==> src/rtl/bus_mux_reg_pkg.sv <==
// Shared bus definitions: default geometry, source index map and index-width helper.
package bus_pkg;

  localparam int unsigned BUS_WIDTH   = 32;
  localparam int unsigned BUS_NUM_SRC = 24;

  localparam int unsigned SRC_R0  = 0,  SRC_R1  = 1,  SRC_R2  = 2,  SRC_R3  = 3;
  localparam int unsigned SRC_R4  = 4,  SRC_R5  = 5,  SRC_R6  = 6,  SRC_R7  = 7;
  localparam int unsigned SRC_R8  = 8,  SRC_R9  = 9,  SRC_R10 = 10, SRC_R11 = 11;
  localparam int unsigned SRC_R12 = 12, SRC_R13 = 13, SRC_R14 = 14, SRC_R15 = 15;
  localparam int unsigned SRC_HI     = 16;
  localparam int unsigned SRC_LO     = 17;
  localparam int unsigned SRC_ZHIGH  = 18;
  localparam int unsigned SRC_ZLOW   = 19;
  localparam int unsigned SRC_PC     = 20;
  localparam int unsigned SRC_MDR    = 21;
  localparam int unsigned SRC_INPORT = 22;
  localparam int unsigned SRC_CSE    = 23;

  // Source index width, never narrower than one bit.
  function automatic int unsigned idx_w(input int unsigned n);
    return (n > 1) ? $clog2(n) : 1;
  endfunction

endpackage

==> src/rtl/bus_mux_reg_if.sv <==
// Bus mux signal bundle: master drives enables/data, slave (the mux) returns bus and contention status.
interface bus_mux_reg_if
  import bus_pkg::*;
#(
  parameter int unsigned WIDTH   = BUS_WIDTH,
  parameter int unsigned NUM_SRC = BUS_NUM_SRC,
  parameter int unsigned CNT_W   = 8
) ();

  localparam int unsigned IDX_W = idx_w(NUM_SRC);

  logic [NUM_SRC-1:0]       src_en;
  logic [NUM_SRC*WIDTH-1:0] src_data;
  logic [WIDTH-1:0]         bus_out;
  logic                     bus_valid;
  logic [IDX_W-1:0]         sel_idx;
  logic                     conflict;
  logic                     conflict_sticky;
  logic [NUM_SRC-1:0]       conflict_mask;
  logic [CNT_W-1:0]         conflict_count;

  modport master (
    output src_en, src_data,
    input  bus_out, bus_valid, sel_idx, conflict, conflict_sticky, conflict_mask, conflict_count
  );

  modport slave (
    input  src_en, src_data,
    output bus_out, bus_valid, sel_idx, conflict, conflict_sticky, conflict_mask, conflict_count
  );

endinterface

==> src/rtl/bus_mux_reg_prio_enc.sv <==
// Highest-index-wins priority encoder over the source enable strobes.
module bus_prio_enc #(
  parameter int unsigned NUM_SRC = 24,
  parameter int unsigned IDX_W   = 5
) (
  input  logic [NUM_SRC-1:0] src_en,
  output logic               any,
  output logic [IDX_W-1:0]   idx
);

  // Ascending scan: later (higher) hits overwrite earlier ones.
  always_comb begin
    any = 1'b0;
    idx = '0;
    for (int unsigned i = 0; i < NUM_SRC; i++) begin
      if (src_en[i]) begin
        any = 1'b1;
        idx = IDX_W'(i);
      end
    end
  end

endmodule

==> src/rtl/bus_mux_reg.sv <==
// Registered CPU bus multiplexer with hold-on-idle and optional contention tracking
// (contention logic compiled in only when BUS_CONTENTION_CHECK_EN is defined).
module bus_mux_reg
  import bus_pkg::*;
#(
  parameter int unsigned WIDTH   = BUS_WIDTH,
  parameter int unsigned NUM_SRC = BUS_NUM_SRC,
  parameter int unsigned CNT_W   = 8
) (
  input logic         clock,
  input logic         clear,
  bus_mux_reg_if.slave bus
);

  localparam int unsigned IDX_W = idx_w(NUM_SRC);

  logic             w_any;
  logic [IDX_W-1:0] w_idx;
  logic [WIDTH-1:0] w_word;

  logic [WIDTH-1:0] r_bus;
  logic             r_valid;
  logic [IDX_W-1:0] r_sel;

  bus_prio_enc #(
    .NUM_SRC (NUM_SRC),
    .IDX_W   (IDX_W)
  ) u_prio_enc (
    .src_en (bus.src_en),
    .any    (w_any),
    .idx    (w_idx)
  );

  always_comb begin
    w_word = '0;
    for (int unsigned i = 0; i < NUM_SRC; i++) begin
      if (IDX_W'(i) == w_idx) w_word = bus.src_data[i*WIDTH +: WIDTH];
    end
  end

  always_ff @(posedge clock) begin
    if (clear) begin
      r_bus   <= '0;
      r_valid <= 1'b0;
      r_sel   <= '0;
    end else begin
      r_valid <= w_any;
      if (w_any) begin
        r_bus <= w_word;
        r_sel <= w_idx;
      end
    end
  end

  assign bus.bus_out   = r_bus;
  assign bus.bus_valid = r_valid;
  assign bus.sel_idx   = r_sel;

`ifdef BUS_CONTENTION_CHECK_EN
  logic               w_multi;
  logic               r_conf;
  logic               r_sticky;
  logic [NUM_SRC-1:0] r_mask;
  logic [CNT_W-1:0]   r_cnt;

  assign w_multi = ($countones(bus.src_en) >= 2);

  always_ff @(posedge clock) begin
    if (clear) begin
      r_conf   <= 1'b0;
      r_sticky <= 1'b0;
      r_mask   <= '0;
      r_cnt    <= '0;
    end else begin
      r_conf <= w_multi;
      if (w_multi) begin
        r_sticky <= 1'b1;
        if (!r_sticky) r_mask <= bus.src_en;
        if (r_cnt != '1) r_cnt <= r_cnt + 1'b1;
      end
    end
  end

  assign bus.conflict        = r_conf;
  assign bus.conflict_sticky = r_sticky;
  assign bus.conflict_mask   = r_mask;
  assign bus.conflict_count  = r_cnt;
`else
  assign bus.conflict        = 1'b0;
  assign bus.conflict_sticky = 1'b0;
  assign bus.conflict_mask   = '0;
  assign bus.conflict_count  = '0;
`endif

endmodule

==> src/flat_wrapper.sv <==
// flat-port wrapper written by rule: the top's interface ports become plain ports
module bus_mux_reg_flat import bus_pkg::*;
#(
  parameter int unsigned WIDTH   = BUS_WIDTH,
  parameter int unsigned NUM_SRC = BUS_NUM_SRC,
  parameter int unsigned CNT_W   = 8
)
  (clock, clear, bus_src_en, bus_src_data, bus_bus_out, bus_bus_valid, bus_sel_idx, bus_conflict, bus_conflict_sticky, bus_conflict_mask, bus_conflict_count);
  bus_mux_reg_if #(.WIDTH(WIDTH), .NUM_SRC(NUM_SRC), .CNT_W(CNT_W)) bus_i ();
  input logic clock;
  input logic clear;
  input wire logic [$bits(bus_i.src_en)-1:0] bus_src_en;
  input wire logic [$bits(bus_i.src_data)-1:0] bus_src_data;
  output wire logic [$bits(bus_i.bus_out)-1:0] bus_bus_out;
  output wire logic [$bits(bus_i.bus_valid)-1:0] bus_bus_valid;
  output wire logic [$bits(bus_i.sel_idx)-1:0] bus_sel_idx;
  output wire logic [$bits(bus_i.conflict)-1:0] bus_conflict;
  output wire logic [$bits(bus_i.conflict_sticky)-1:0] bus_conflict_sticky;
  output wire logic [$bits(bus_i.conflict_mask)-1:0] bus_conflict_mask;
  output wire logic [$bits(bus_i.conflict_count)-1:0] bus_conflict_count;
  assign bus_i.src_en = bus_src_en;
  assign bus_i.src_data = bus_src_data;
  assign bus_bus_out = bus_i.bus_out;
  assign bus_bus_valid = bus_i.bus_valid;
  assign bus_sel_idx = bus_i.sel_idx;
  assign bus_conflict = bus_i.conflict;
  assign bus_conflict_sticky = bus_i.conflict_sticky;
  assign bus_conflict_mask = bus_i.conflict_mask;
  assign bus_conflict_count = bus_i.conflict_count;
  bus_mux_reg #(.WIDTH(WIDTH), .NUM_SRC(NUM_SRC), .CNT_W(CNT_W)) u_core (.clock(clock), .clear(clear), .bus(bus_i));
endmodule
==> config.mk <==
export PLATFORM = sky130hd
export DESIGN_NAME = bus_mux_reg_flat
export DESIGN_NICKNAME = d
export VERILOG_FILES = /design/src/rtl/bus_mux_reg_pkg.sv /design/src/rtl/bus_mux_reg_if.sv /design/src/rtl/bus_mux_reg_prio_enc.sv /design/src/rtl/bus_mux_reg.sv /design/src/flat_wrapper.sv
export SDC_FILE = /design/constraint.sdc
export NUM_CORES = 1
export LEC_CHECK = 0
export CORE_AREA = 4 4 336 338
export CTS_CLUSTER_DIAMETER = 80
export DETAILED_ROUTE_END_ITERATION = 10
export DIE_AREA = 0 0 340 342
export PLACE_DENSITY = 0.36
export SYNTH_ARGS = -nofsm -noshare
export SYNTH_HDL_FRONTEND = slang
export SYNTH_HIERARCHICAL = 1
export SYNTH_SLANG_ARGS = --single-unit
export TNS_END_PERCENT = 20
==> constraint.sdc <==
create_clock -name clock -period 4.2 [get_ports clock]
set_clock_uncertainty 0.15 [all_clocks]
set_input_delay 0.84 -clock clock [delete_from_list [all_inputs] [get_ports clock]]
set_output_delay 0.84 -clock clock [all_outputs]
set_load 0.05 [all_outputs]
==> results.md <==
- The setup violation total in the final timing report is 0.
- The area of placed instances is around 0.023 sq mm.
- Counting stages on the worst path, the most repeated cell is buf_4.
- The count of final max-slew check failures is 0.
- In this run the power spent charging and discharging nets is 1360 uW.
- The worst setup slack before clock tree synthesis is -0.969 ns.
- The internal cell power is ~1800 uW.
- The worst setup path is launched from a primary input.
- The total of max-cap violations is 0.
- The minimum period implied by the final worst setup slack is 4.16 ns.
- Before antenna repair, the detailed router went through 6 iterations.
- The flow ran to the end, and the final reports show no timing, DRC or antenna violations.
- Counting along the longest clock path gives a buffer depth of 2.
- At the end of routability-driven placement, the weighted congestion stood at 0.955.
- For this run, the total global-route usage over all layers was measured as between 20% and 30%.
- Synthesis inferred 38 register bits.
- For this run, the number of Yosys warnings is 6.
- The pin slew with the least headroom to its limit is 0.828 ns.
- STA classifies the critical path endpoint as a register.
- The share of total power consumed by net switching is 42.5%.
- The largest driver fanout on the critical path is 7.
- Sequential cells account for 13.3% of the total power.
- In this run, synthesis inferred 0 flip-flops with an integrated enable.
- The worst min-delay path category is reg -> reg.
- Clock-pin slew was measured on the worst setup and hold paths at 0.08 ns.
- 866 I/O pins were placed.
- The family with the most delay on the worst path is buffers and inverters.
- The fraction of the mapped netlist area in compound gates is 47.9%.
- The initial detailed-routing violation count is between 1500 and 2000.
- The endpoint required time on the critical path is ~4.3 ns.
- The portion of total power attributed to combinational logic is 71.0%.
- VDD sags by at most 0.151 mV.
- The final antenna-violating net count is 0.
- The post-synthesis mux area share is 10.0%.
- The floorplan step defined a die boundary enclosing 0.116 sq mm.
- In this design, the stage delay of the slowest critical-path cell is around 0.57 ns.
- For the worst-skew pair, the clock arrives at the later sink with an insertion delay of 0.33 ns.
- The relative slew slack is ~45%.
- The library cell contributing the largest single delay on the critical path is or4b_4.
- CTS placed an instance of clkbuf_16 at the clock tree root.
- The library cell with the largest summed area after synthesis is a21oi_1.
- The aggregate routed wire length is 151000 um.
- The total leakage power is 0.00929 uW.
- The clock drives 38 sinks.
- Once the floorplan was initialized, standard cells occupied 8.65% of the core.
- Walking the worst path, the cells encountered are clkdlybuf4s50_1, nand2b_4, a2111oi_4, buf_4, o221ai_4, o311ai_4, buf_12, buf_16, buf_4, or4b_4, buf_4, o21ai_0, nand2_1, a211oi_2, buf_4, o211ai_1, buf_4, a211oi_1.
- The total power per unit cell area is roughly 130 mW/mm^2.
- The number of DRC violations after detailed routing is 0.
- The fraction of synthesized cell area in xor and xnor cells is 0%.
- The number of hold violations in the final report is 0.
- The number of buffer and inverter stages on the critical path is 8.
- The largest net degree at the start of global routing is 33.
- The classification of the worst setup path is in -> reg.
- After floorplanning, the core was sized to cover 0.110 sq mm.
- The routed layout has 18156 vias.
- Setup repair after global routing could not meet its margin everywhere.
- The number of global-route vias before repair was 18444.
- The cell area after synthesis is 0.00952 sq mm.
- The die width is 340 um.
- In the final routed layout, each cell accounts on average for roughly 36 um.
- Sequential elements use 7.99% of the synthesized area.
- Of the total synthesized cell area, the portion taken by AND, OR, NAND and NOR gates is 23.3%.
- The leading cell type by number of instances after synthesis is a21oi_1.
- Sorting the synthesized cells by how often they occur yields a21oi_1 (159), o21ai_0 (151), nor2_1 (147), nand2_1 (115), buf_2 (64).
- The worst path meets setup with between 0.03 and 0.04 ns of slack.
- The most used flip-flop cell after synthesis is dfxtp_1.
- The H-tree depth is 2.
- The share of post-route cells with drive strength above 1 is 24.8%.
- The main combinational cell family by area after synthesis is compound AO/OA/AOI/OAI gates.
- Buffers inserted to repair hold after CTS numbered 0.
- The proportion of synthesized flip-flops having asynchronous set or reset is 0%.
- The clock network accounts for between 15 and 20% of the total power.
- The final global-route overflow total is 0.
- The average instance in the mapped netlist occupies 6.49 sq um.
- The ratio of final minimum period to clock period is roughly 99%.
- In the synthesized netlist, the number of instances is 1466.
- TritonCTS created 5 clock buffers.
- The initial antenna violation count is roughly 100.
- The die extent in y is 342 um.
- The wire length of the first global-routing pass is 188000 um.
- For this run, the post-layout net count is around 3400.
- The highest attainable clock frequency is roughly 0.24 GHz.
- Dividing the detail-routed via count by the number of cells gives ~4.4.
- In this run the core area contains between 100 and 150 standard-cell rows.
- The post-layout instance area is 0.0243 sq mm.
- After synthesis, the cell types taking the most area are a21oi_1 (8.4%), dfxtp_1 (8.0%), o21ai_0 (7.9%).
- The count of input and output buffers is 831.
- The distinct cell type count of the synthesized netlist is 81.
- The layout overhead on the synthesized area is 155%.
- TritonCTS built the clock tree.
- The data arrival time at the worst-slack endpoint is 4.26 ns.
- The adder and majority cell fraction of the synthesized area is 0%.
- Once detailed placement completed, the half-perimeter wirelength came to 133000 um.
- The share of the synthesized area in the top cell type is 8.36%.
per-stage QoR:
stage          cells  hold slack (ns)  util [%]  total power [uW]  setup TNS [ns]
2_1_floorplan   1499            0.547         -              1110               0
3_3_place_gp    4104            0.323      21.1              2630          -16.88
3_5_place_dp    4105            0.329      21.1              2620          -16.83
4_1_cts         4119            0.340      21.5              3170          -0.150
5_1_grt         4143            0.370      22.0              3300          -0.271
6_report        4169            0.342      22.1              3190               0
power groups by stage:
stage	sequential [uW]	combinational (uW)	clock, uW
after floorplan	538	577	0
after global placement	431	2190	0
after detailed placement	431	2190	0
after CTS	423	2230	517
after global routing	427	2360	516
final	424	2270	500
path summary, 6_finish.rpt:
check | cells past startpoint | to | from | slack [ns]
worst max-delay path | 18 | u_core/bus.bus_out[31] | bus_src_en[2] | 0.04
worst min-delay path | 2 | u_core/bus.bus_out[6] | u_core/bus.bus_out[6] | 0.34
worst max register to register | 5 | u_core/bus.bus_out[13] | u_core/bus.bus_out[13] | 2.40
worst min register to register | 2 | u_core/bus.bus_out[6] | u_core/bus.bus_out[6] | 0.34
registers in the layout (all words and copies together) (netlist names):
name and cells:
u_core/bus.bus_out 32, u_core/bus.sel_idx 5, u_core/bus.bus_valid 1
tightest hold or removal path, stage by stage, from the launching register on:
cell and delay, ns:
dfxtp_1 0.32, nand2_1 0.07, a221oi_2 0.05
layout make-up:
| class | instances | area [sq um] |
|---|---|---|
| Fill cell | 12305 | 85700 |
| Timing Repair Buffer | 1321 | 12900 |
| Multi-Input combinational cell | 1261 | 8480 |
| Tap cell | 1488 | 1860 |
| Sequential cell | 38 | 761 |
| Clock buffer | 6 | 139 |
| Antenna cell | 39 | 97.6 |
| Inverter | 14 | 57.6 |
| Clock inverter | 2 | 12.5 |
layout by cell type, fill, tap and decap left out, types with 11 or more instances in the layout:
cell	n
o2bb2ai_1	12
nand2_1	114
o221ai_1	33
inv_1	11
a2bb2oi_1	14
nor3_1	42
buf_12	61
a211oi_1	26
dfxtp_1	38
nor2b_1	21
a221oi_1	19
o22ai_1	59
buf_4	415
o211ai_1	15
a22oi_1	35
a21o_1	20
mux2i_1	38
mux2_2	29
a31oi_1	17
o21ai_0	141
diode_2	39
conb_1	34
a21oi_1	155
a221o_1	15
nor2_1	140
nand3_1	18
clkdlybuf4s50_1	820
routing by layer:
metal | track usage, % | part of all wire (%)
met1 | 30.0 | 40
met2 | 41.5 | 47
met3 | 8.63 | 9.9
met4 | 3.85 | 1.8
met5 | 0 | 0.37
cells by family (layout without fill, tap and decap cells):
| kind of cell | count (synthesis) | in the layout |
|---|---|---|
| other | 1 | 73 |
| DFF | 38 | 38 |
| AOI/OAI and AO/OA | 692 | 692 |
| and+or+nand+nor | 456 | 456 |
| buffers and inverters | 200 | 1343 |
| muxes | 79 | 79 |
repair_timing:
action,4_1_cts,5_1_grt
gates cloned,1,2
setup endpoints to repair,31,32
hold endpoints to repair,0,0
resized for setup,49,86
setup buffers,5,9
pin swaps,9,27
Power figures use the tool's default switching activity.
